==> config.mk <==
export PLATFORM = sky130hd
export DESIGN_NAME = aes_sbox_pipe
export DESIGN_NICKNAME = d
export VERILOG_FILES = /design/src/rtl/aes_sbox_pipe.sv
export SDC_FILE = /design/constraint.sdc
export NUM_CORES = 2
export LEC_CHECK = 0
export CAP_MARGIN = 5
export CORE_UTILIZATION = 68
export DETAILED_ROUTE_END_ITERATION = 8
export PLACE_DENSITY_LB_ADDON = 0.1
export RECOVER_POWER = 50
export SLEW_MARGIN = 20
export SYNTH_ARGS = -nofsm -noshare
export SYNTH_HDL_FRONTEND = slang
export SYNTH_SLANG_ARGS = --single-unit
export TNS_END_PERCENT = 5
==> constraint.sdc <==
create_clock -name clk -period 2.14 [get_ports clk]
set_clock_uncertainty 0.05 [all_clocks]
set_input_delay 0.321 -clock clk [delete_from_list [all_inputs] [get_ports clk]]
set_output_delay 0.321 -clock clk [all_outputs]
set_load 0.02 [all_outputs]
==> src/rtl/aes_sbox_pipe.sv <==
`default_nettype none
// =============================================================================
// Module : aes_sbox_pipe
// Desc   : LANES-wide AES SubBytes / InvSubBytes with a STAGES-deep
//          valid/ready output pipeline and a delivered-word counter.
// Rev    : 1.0 - initial release
// =============================================================================
module aes_sbox_pipe #(
    parameter int LANES  = 4,
    parameter int STAGES = 1
) (
    input  logic                 clk,
    input  logic                 rst,
    input  logic                 in_valid,
    output logic                 in_ready,
    input  logic                 in_inv,
    input  logic [8*LANES-1:0]   in_data,
    output logic                 out_valid,
    input  logic                 out_ready,
    output logic                 out_inv,
    output logic [8*LANES-1:0]   out_data,
    output logic [15:0]          done_cnt
);
    localparam int c_DW   = 8 * LANES;
    localparam int c_LAST = STAGES - 1;

    function automatic logic [7:0] f_xtime(input logic [7:0] a);
        return {a[6:0], 1'b0} ^ (a[7] ? 8'h1b : 8'h00);
    endfunction

    function automatic logic [7:0] f_gf_mul(input logic [7:0] a, input logic [7:0] b);
        logic [7:0] p;
        logic [7:0] t;
        p = 8'h00;
        t = a;
        for (int i = 0; i < 8; i++) begin
            if (b[i]) p = p ^ t;
            t = f_xtime(t);
        end
        return p;
    endfunction

    // x^254 is the multiplicative inverse in GF(2^8) and maps 0 to 0
    function automatic logic [7:0] f_gf_inv(input logic [7:0] x);
        logic [7:0] r;
        logic [7:0] s;
        r = 8'h01;
        s = x;
        for (int i = 1; i < 8; i++) begin
            s = f_gf_mul(s, s);
            r = f_gf_mul(r, s);
        end
        return r;
    endfunction

    function automatic logic [7:0] f_affine(input logic [7:0] x);
        return x ^ {x[6:0], x[7]} ^ {x[5:0], x[7:6]} ^ {x[4:0], x[7:5]}
                 ^ {x[3:0], x[7:4]} ^ 8'h63;
    endfunction

    function automatic logic [7:0] f_inv_affine(input logic [7:0] b);
        return {b[6:0], b[7]} ^ {b[4:0], b[7:5]} ^ {b[1:0], b[7:2]} ^ 8'h05;
    endfunction

    // Both directions share one field inverter; only the affine step moves.
    function automatic logic [7:0] f_sub_byte(input logic inv, input logic [7:0] x);
        logic [7:0] pre;
        logic [7:0] y;
        pre = inv ? f_inv_affine(x) : x;
        y   = f_gf_inv(pre);
        return inv ? y : f_affine(y);
    endfunction

    logic [c_DW-1:0]                w_sub;
    logic [STAGES-1:0]              r_vld;
    logic [STAGES-1:0]              r_inv;
    logic [STAGES-1:0][c_DW-1:0]    r_data;
    logic [STAGES:0]                w_free;
    logic [STAGES-1:0]              w_src_vld;
    logic [STAGES-1:0]              w_src_inv;
    logic [STAGES-1:0][c_DW-1:0]    w_src_data;
    logic [15:0]                    r_done_cnt;

    generate
        for (genvar i = 0; i < LANES; i++) begin : g_lane
            assign w_sub[8*i +: 8] = f_sub_byte(in_inv, in_data[8*i +: 8]);
        end
    endgenerate

    // Stage k may load when it is empty or its word leaves this cycle;
    // w_free[STAGES] stands for the consumer taking the last stage.
    always_comb begin
        w_free         = '0;
        w_free[STAGES] = out_ready;
        for (int k = c_LAST; k >= 0; k--) begin
            w_free[k] = ~r_vld[k] | w_free[k+1];
        end
    end

    always_comb begin
        w_src_vld     = '0;
        w_src_inv     = '0;
        w_src_data    = '0;
        w_src_vld[0]  = in_valid;
        w_src_inv[0]  = in_inv;
        w_src_data[0] = w_sub;
        for (int k = 1; k < STAGES; k++) begin
            w_src_vld[k]  = r_vld[k-1];
            w_src_inv[k]  = r_inv[k-1];
            w_src_data[k] = r_data[k-1];
        end
    end

    always_ff @(posedge clk or posedge rst) begin
        if (rst) begin
            r_vld      <= '0;
            r_inv      <= '0;
            r_data     <= '0;
            r_done_cnt <= '0;
        end else begin
            for (int k = 0; k < STAGES; k++) begin
                if (w_free[k]) begin
                    r_vld[k] <= w_src_vld[k];
                    // Payload only moves with a real word so idle outputs keep their value
                    if (w_src_vld[k]) begin
                        r_inv[k]  <= w_src_inv[k];
                        r_data[k] <= w_src_data[k];
                    end
                end
            end
            if (r_vld[c_LAST] && out_ready) begin
                r_done_cnt <= r_done_cnt + 16'd1;
            end
        end
    end

    assign in_ready  = w_free[0];
    assign out_valid = r_vld[c_LAST];
    assign out_inv   = r_inv[c_LAST];
    assign out_data  = r_data[c_LAST];
    assign done_cnt  = r_done_cnt;

endmodule
`default_nettype wire

==> impl_metrics.xml, run 1 <==
<?xml version="1.0" encoding="UTF-8"?>
<metrics>
  <group name="place">
    <metric name="gp_routability_congestion" unit="">1.047</metric>
    <metric name="dpl_wire_length" unit="µm">193400</metric>
    <metric name="count_of_placed_standard_cells_including_taps" unit="">11540</metric>
    <metric name="portBuffers" unit="">87</metric>
    <metric name="pre_cts_ws" unit="ns">-13.59</metric>
  </group>
  <group name="logic_synthesis">
    <metric name="total_of_warnings_raised_by_yosys" unit="">0</metric>
    <metric name="synthesized_flop_and_latch_total" unit="">50</metric>
    <metric name="synth_cell_types" unit="">129</metric>
    <metric name="syn_inst" unit="">8364</metric>
    <metric name="synth_top_area_cell" unit="">sky130_fd_sc_hd__xnor2_1</metric>
    <metric name="post-synth-top-count-cell" unit="">sky130_fd_sc_hd__xnor2_1</metric>
    <metric name="synth_flop_cell" unit="">sky130_fd_sc_hd__dfrtp_1</metric>
    <metric name="yosysTopAreaCellShare" unit="%">23.08</metric>
    <metric name="postSynthAreaPerCell" unit="µm²">7.438</metric>
    <metric name="synth_enable_flop_cells" unit="">0</metric>
    <metric name="synth_top_cells_by_area" unit="">sky130_fd_sc_hd__xnor2_1 23%, sky130_fd_sc_hd__xnor3_1 10%, sky130_fd_sc_hd__nor2_1 7.4%, sky130_fd_sc_hd__xor2_1 5.5%, sky130_fd_sc_hd__nand2_1 4.9%</metric>
    <metric name="synth_async_sr_flop_share" unit="%">100.0</metric>
    <metric name="synth.cells.most_frequent" unit="">1639 x sky130_fd_sc_hd__xnor2_1, 1220 x sky130_fd_sc_hd__nor2_1, 820 x sky130_fd_sc_hd__nand2_1</metric>
    <metric name="yosysSeqAreaShare" unit="%">2.011</metric>
    <metric name="syn_area" unit="mm²">0.06221</metric>
    <metric name="syn_nets" unit="">8430</metric>
  </group>
  <group name="die">
    <metric name="floorplan.die.height" unit="µm">304.5</metric>
    <metric name="row_count" unit="">110</metric>
    <metric name="ios" unit="">88</metric>
    <metric name="initial_util" unit="%">68.90</metric>
    <metric name="fp.dieW" unit="µm">304.5</metric>
  </group>
  <group name="cts">
    <metric name="number_of_sinks_on_the_clock_net" unit="">50</metric>
    <metric name="clockBufferDepth" unit="">2</metric>
    <metric name="cts_htree_levels" unit="">2</metric>
    <metric name="cts_hold_buf" unit="">0</metric>
    <metric name="cts.root.buffer_cell" unit="">sky130_fd_sc_hd__clkbuf_16</metric>
    <metric name="numCtsBuffers" unit="">5</metric>
  </group>
  <group name="outcome">
    <metric name="stop_stage" unit="">global routing (5_1_grt)</metric>
    <metric name="outcome" unit="">did not finish</metric>
    <metric name="error" unit="">[ERROR GRT-0116] Global routing finished with congestion. Check the congestion regions in the DRC Viewer.</metric>
  </group>
  <group name="global_route">
    <metric name="grt_max_degree" unit="">49</metric>
    <metric name="grt_overflow" unit="">273</metric>
    <metric name="number_of_global_route_vias_before_repair" unit="">98830</metric>
    <metric name="grt_first_pass_wirelength" unit="µm">598300</metric>
    <metric name="grtUsageTotal" unit="%">81.97</metric>
  </group>
</metrics>
## per-layer routing
metal / GRT overflow / track usage, %
met1: 9 / 81.24
met2: 125 / 96.35
met3: 7 / 69.63
met4: 132 / 83.29
met5: 0 / 36.43
## timing repair
action | in CTS
buffers inserted | 57
resized for setup | 244
pin swaps | 122
cloned | 0
setup endpoints to repair | 32
## per-stage QoR
stage / area [µm²] / utilization [%] / TNS [ns]
4_1_cts: 84000 / 93.03 / -406.92
3_5_place_dp: 82110 / 90.94 / -428.37
3_3_place_gp: 82110 / 90.94 / -396.40
2_1_floorplan: 63200 / - / -398.46
## logic make-up after synthesis
| kind of cell | synth area share [%] |
|---|---|
| simple gates | 20.77 |
| xor+xnor | 47.69 |
| compound gates | 18.81 |
| buf+inv | 5.060 |
| mux | 5.072 |
| flops | 2.011 |
| fa+ha+maj | 0.5833 |
==> run 2, diff against run 1 <==
Settings changed: CORE_UTILIZATION 68 to 40, PLACE_DENSITY_LB_ADDON 0.1 to 0.15.
==> run 2 against run 1 <==
The flow now finishes, with violations (DRC, setup timing). Area after synthesis is the same. Synthesized cell count is the same.
==> impl_metrics.xml, run 2 <==
<?xml version="1.0" encoding="UTF-8"?>
<metrics>
  <group name="layout">
    <metric name="drive_above_1_share" unit="%">33.81</metric>
    <metric name="layout.cells.most_common_list" unit="">2589 x sky130_fd_sc_hd__buf_4, 1437 x sky130_fd_sc_hd__xnor2_1, 1202 x sky130_fd_sc_hd__nor2_1, 815 x sky130_fd_sc_hd__nand2_1, 436 x sky130_fd_sc_hd__a21oi_1</metric>
    <metric name="finalNetCount" unit="">10600</metric>
    <metric name="layout.filler_cells" unit="">14490</metric>
    <metric name="largest_reg_flops" unit="">32</metric>
    <metric name="syn2layout_area_growth" unit="%">40.24</metric>
    <metric name="finalNonFillerCells" unit="">12580</metric>
    <metric name="layout_commonest_cell" unit="">sky130_fd_sc_hd__buf_4</metric>
  </group>
  <group name="logic_synthesis">
    <metric name="synth_flop_cell" unit="">sky130_fd_sc_hd__dfrtp_1</metric>
    <metric name="synth_top_area_cell" unit="">sky130_fd_sc_hd__xnor2_1</metric>
    <metric name="yosysTopAreaCellShare" unit="%">23.08</metric>
    <metric name="postSynthAreaPerCell" unit="µm²">7.438</metric>
    <metric name="synthesized_flop_and_latch_total" unit="">50</metric>
    <metric name="syn_nets" unit="">8430</metric>
    <metric name="post-synth-top-count-cell" unit="">sky130_fd_sc_hd__xnor2_1</metric>
    <metric name="syn_area" unit="mm²">0.06221</metric>
    <metric name="synth_top_cells_by_area" unit="">sky130_fd_sc_hd__xnor2_1 23%, sky130_fd_sc_hd__xnor3_1 10%, sky130_fd_sc_hd__nor2_1 7.4%, sky130_fd_sc_hd__xor2_1 5.5%, sky130_fd_sc_hd__nand2_1 4.9%</metric>
    <metric name="yosysSeqAreaShare" unit="%">2.011</metric>
    <metric name="synth_async_sr_flop_share" unit="%">100.0</metric>
    <metric name="synth_enable_flop_cells" unit="">0</metric>
    <metric name="total_of_warnings_raised_by_yosys" unit="">0</metric>
    <metric name="synth.cells.most_frequent" unit="">1639 x sky130_fd_sc_hd__xnor2_1, 1220 x sky130_fd_sc_hd__nor2_1, 820 x sky130_fd_sc_hd__nand2_1</metric>
    <metric name="syn_inst" unit="">8364</metric>
    <metric name="synth_cell_types" unit="">129</metric>
  </group>
  <group name="outcome">
    <metric name="outcome" unit="">finished, violations left</metric>
    <metric name="failed_checks" unit="">DRC, setup timing</metric>
  </group>
  <group name="detailed_routing">
    <metric name="route.met3.wl" unit="µm">8702</metric>
    <metric name="num_vias" unit="">67600</metric>
    <metric name="routed_via_density" unit="">5.376</metric>
    <metric name="route.layer.met1.wl" unit="µm">96450</metric>
    <metric name="antenna_violating_nets_post_route" unit="">0</metric>
    <metric name="route.top_layer_used" unit="">met4</metric>
    <metric name="drc" unit="">4</metric>
    <metric name="firstDrtPassIters" unit="">8</metric>
    <metric name="route.met2.wl" unit="µm">101600</metric>
    <metric name="routed_wirelength" unit="µm">210600</metric>
    <metric name="detail_route.iter0.violations" unit="">4486</metric>
    <metric name="post_drt_wl_per_cell" unit="µm">16.74</metric>
  </group>
  <group name="sta">
    <metric name="worst_case_setup_margin_in_the_final_layout" unit="ns">-12.30</metric>
    <metric name="grt_setup_unrepaired" unit="">true</metric>
    <metric name="timing.final.crit_period" unit="ns">14.44</metric>
    <metric name="finalHoldViolCount" unit="">0</metric>
    <metric name="max_freq" unit="MHz">69.23</metric>
    <metric name="tightest_slew" unit="ns">0.8342</metric>
    <metric name="setup_viol" unit="">32</metric>
    <metric name="maxSlewViolCount" unit="">0</metric>
    <metric name="worst_slew_margin_rel" unit="%">44.33</metric>
    <metric name="fin_crit_sh" unit="%">674.9</metric>
  </group>
  <group name="place">
    <metric name="portBuffers" unit="">87</metric>
    <metric name="gp_routability_congestion" unit="">0.9196</metric>
    <metric name="dpl_wire_length" unit="µm">166900</metric>
    <metric name="count_of_placed_standard_cells_including_taps" unit="">12460</metric>
    <metric name="pre_cts_ws" unit="ns">-13.19</metric>
  </group>
  <group name="critical_path">
    <metric name="critical-path-max-stage-delay" unit="ns">0.53</metric>
    <metric name="cp_data_arrival_time" unit="ns">14.57</metric>
    <metric name="cp-end-kind" unit="">register</metric>
    <metric name="critical_path_required" unit="ns">2.27</metric>
    <metric name="critPathMaxFanout" unit="">7</metric>
    <metric name="r2r-start" unit="">done_cnt[4]</metric>
    <metric name="critical_path.startpoint_type" unit="">input port</metric>
    <metric name="crit_path_top_delay_cell" unit="">sky130_fd_sc_hd__or4_1</metric>
    <metric name="critPathLaunch" unit="">in_data[12]</metric>
    <metric name="worstSetupPathType" unit="">input port to register</metric>
    <metric name="crit_path_frequent_cell" unit="">sky130_fd_sc_hd__buf_4</metric>
  </group>
  <group name="cts">
    <metric name="numCtsBuffers" unit="">5</metric>
    <metric name="clk_pin_slew" unit="ns">0.07</metric>
    <metric name="cts.root.buffer_cell" unit="">sky130_fd_sc_hd__clkbuf_16</metric>
    <metric name="clock_latency" unit="ns">0.30</metric>
    <metric name="clockBufferDepth" unit="">2</metric>
    <metric name="cts_htree_levels" unit="">2</metric>
    <metric name="number_of_sinks_on_the_clock_net" unit="">50</metric>
    <metric name="cts_tree" unit="">done</metric>
    <metric name="cts_hold_buf" unit="">0</metric>
  </group>
  <group name="global_route">
    <metric name="grt_first_pass_wirelength" unit="µm">346200</metric>
    <metric name="grt_overflow" unit="">0</metric>
    <metric name="antenna_found_initial" unit="">1</metric>
    <metric name="number_of_global_route_vias_before_repair" unit="">67250</metric>
    <metric name="grtUsageTotal" unit="%">25.92</metric>
    <metric name="grt_max_degree" unit="">38</metric>
  </group>
  <group name="die">
    <metric name="core_box_area" unit="mm²">0.1542</metric>
    <metric name="ios" unit="">88</metric>
    <metric name="fp.dieW" unit="µm">396.4</metric>
    <metric name="row_count" unit="">144</metric>
    <metric name="floorplan.die.height" unit="µm">396.4</metric>
    <metric name="initial_util" unit="%">40.34</metric>
    <metric name="fp.dieArea" unit="mm²">0.1571</metric>
  </group>
  <group name="flow_run">
    <metric name="max_capacitance_violation_count" unit="">0</metric>
  </group>
  <group name="hold_path">
    <metric name="worstHoldStart" unit="">out_data[20]</metric>
    <metric name="hp-class" unit="">register to register</metric>
  </group>
</metrics>
==> run 2: cell counts after synthesis <==
Identical to the previous run, type by type.
==> run 2: worst max-delay path, delay by kind of cell <==
kind	cells	cell delay, ns
simple gates	11	2.10
xor+xnor	15	3.12
buf+inv	13	2.30
mux	4	1.17
fa+ha+maj	2	0.63
compound gates	24	4.90
==> run 2: metal layers <==
metal  vias to the layer above  global-route usage [%]
met2                      1735                   45.16
met4                         0                   4.847
met1                     32240                   35.54
met5                         -                       0
met3                       275                   1.050
li1                      33350                       -
==> run 2: metrics by stage <==
stage                     setup TNS, ns  utilization, %  hold slack [ns]  instance area, µm²
after floorplan                 -398.46               -           0.3794               63200
after global placement          -406.83           54.40           0.4185               83900
after detailed placement        -412.84           54.40           0.4233               83900
after CTS                       -390.24           55.25           0.3143               85220
after global routing            -414.72           56.57           0.4639               87240
final                           -389.33           56.57           0.4396               87240
==> run 2: kinds of logic after synthesis <==
group	after synthesis	synth area share, %
AND/OR/NAND/NOR	2939	20.77
XOR/XNOR	2594	47.69
AO/OA/AOI/OAI	1772	18.81
buffers and inverters	695	5.060
multiplexers	285	5.072
flip-flops	50	2.011
adder cells (fa/ha/maj)	29	0.5833
==> run 2: final cells by class <==
cell class	count	area (µm²)	share of cell area (%)
clock buffers	5	125.1	0.1434
flip-flops and latches	50	1251	1.434
well taps	2044	2557	2.931
diodes	1	2.502	0.002868
clock inverters	3	23.77	0.02725
inverters	110	427.9	0.4905
repair buffers	2742	21460	24.60
multi-input cells	7620	61400	70.37
==> run 2: path summary, 6_finish.rpt <==
check | to | slack (ns) | cells past startpoint
worst max-delay path | out_data[14] | -12.30 | 69
worst min-delay path | out_data[20] | 0.44 | 2
worst max register to register | done_cnt[15] | 0.35 | 7
worst min register to register | out_data[20] | 0.44 | 2
max in group asynchronous | out_data[12] | 0.58 | 3
min in group asynchronous | out_data[25] | 0.57 | 2
==> run 2: repair_timing <==
| item | 4_1_cts | 5_1_grt |
|---|---|---|
| pin swaps | 74 | 146 |
| buffers inserted | 40 | 68 |
| gates resized for setup | 155 | 250 |
| setup endpoints to repair | 32 | 32 |
| cloned | 0 | 2 |
| endpoints found under the hold margin | 0 | 0 |
Power of run 2 is left out: the tool's default activity adds up to more than one toggle a clock period on the data nets, which glitch-free logic cannot reach.
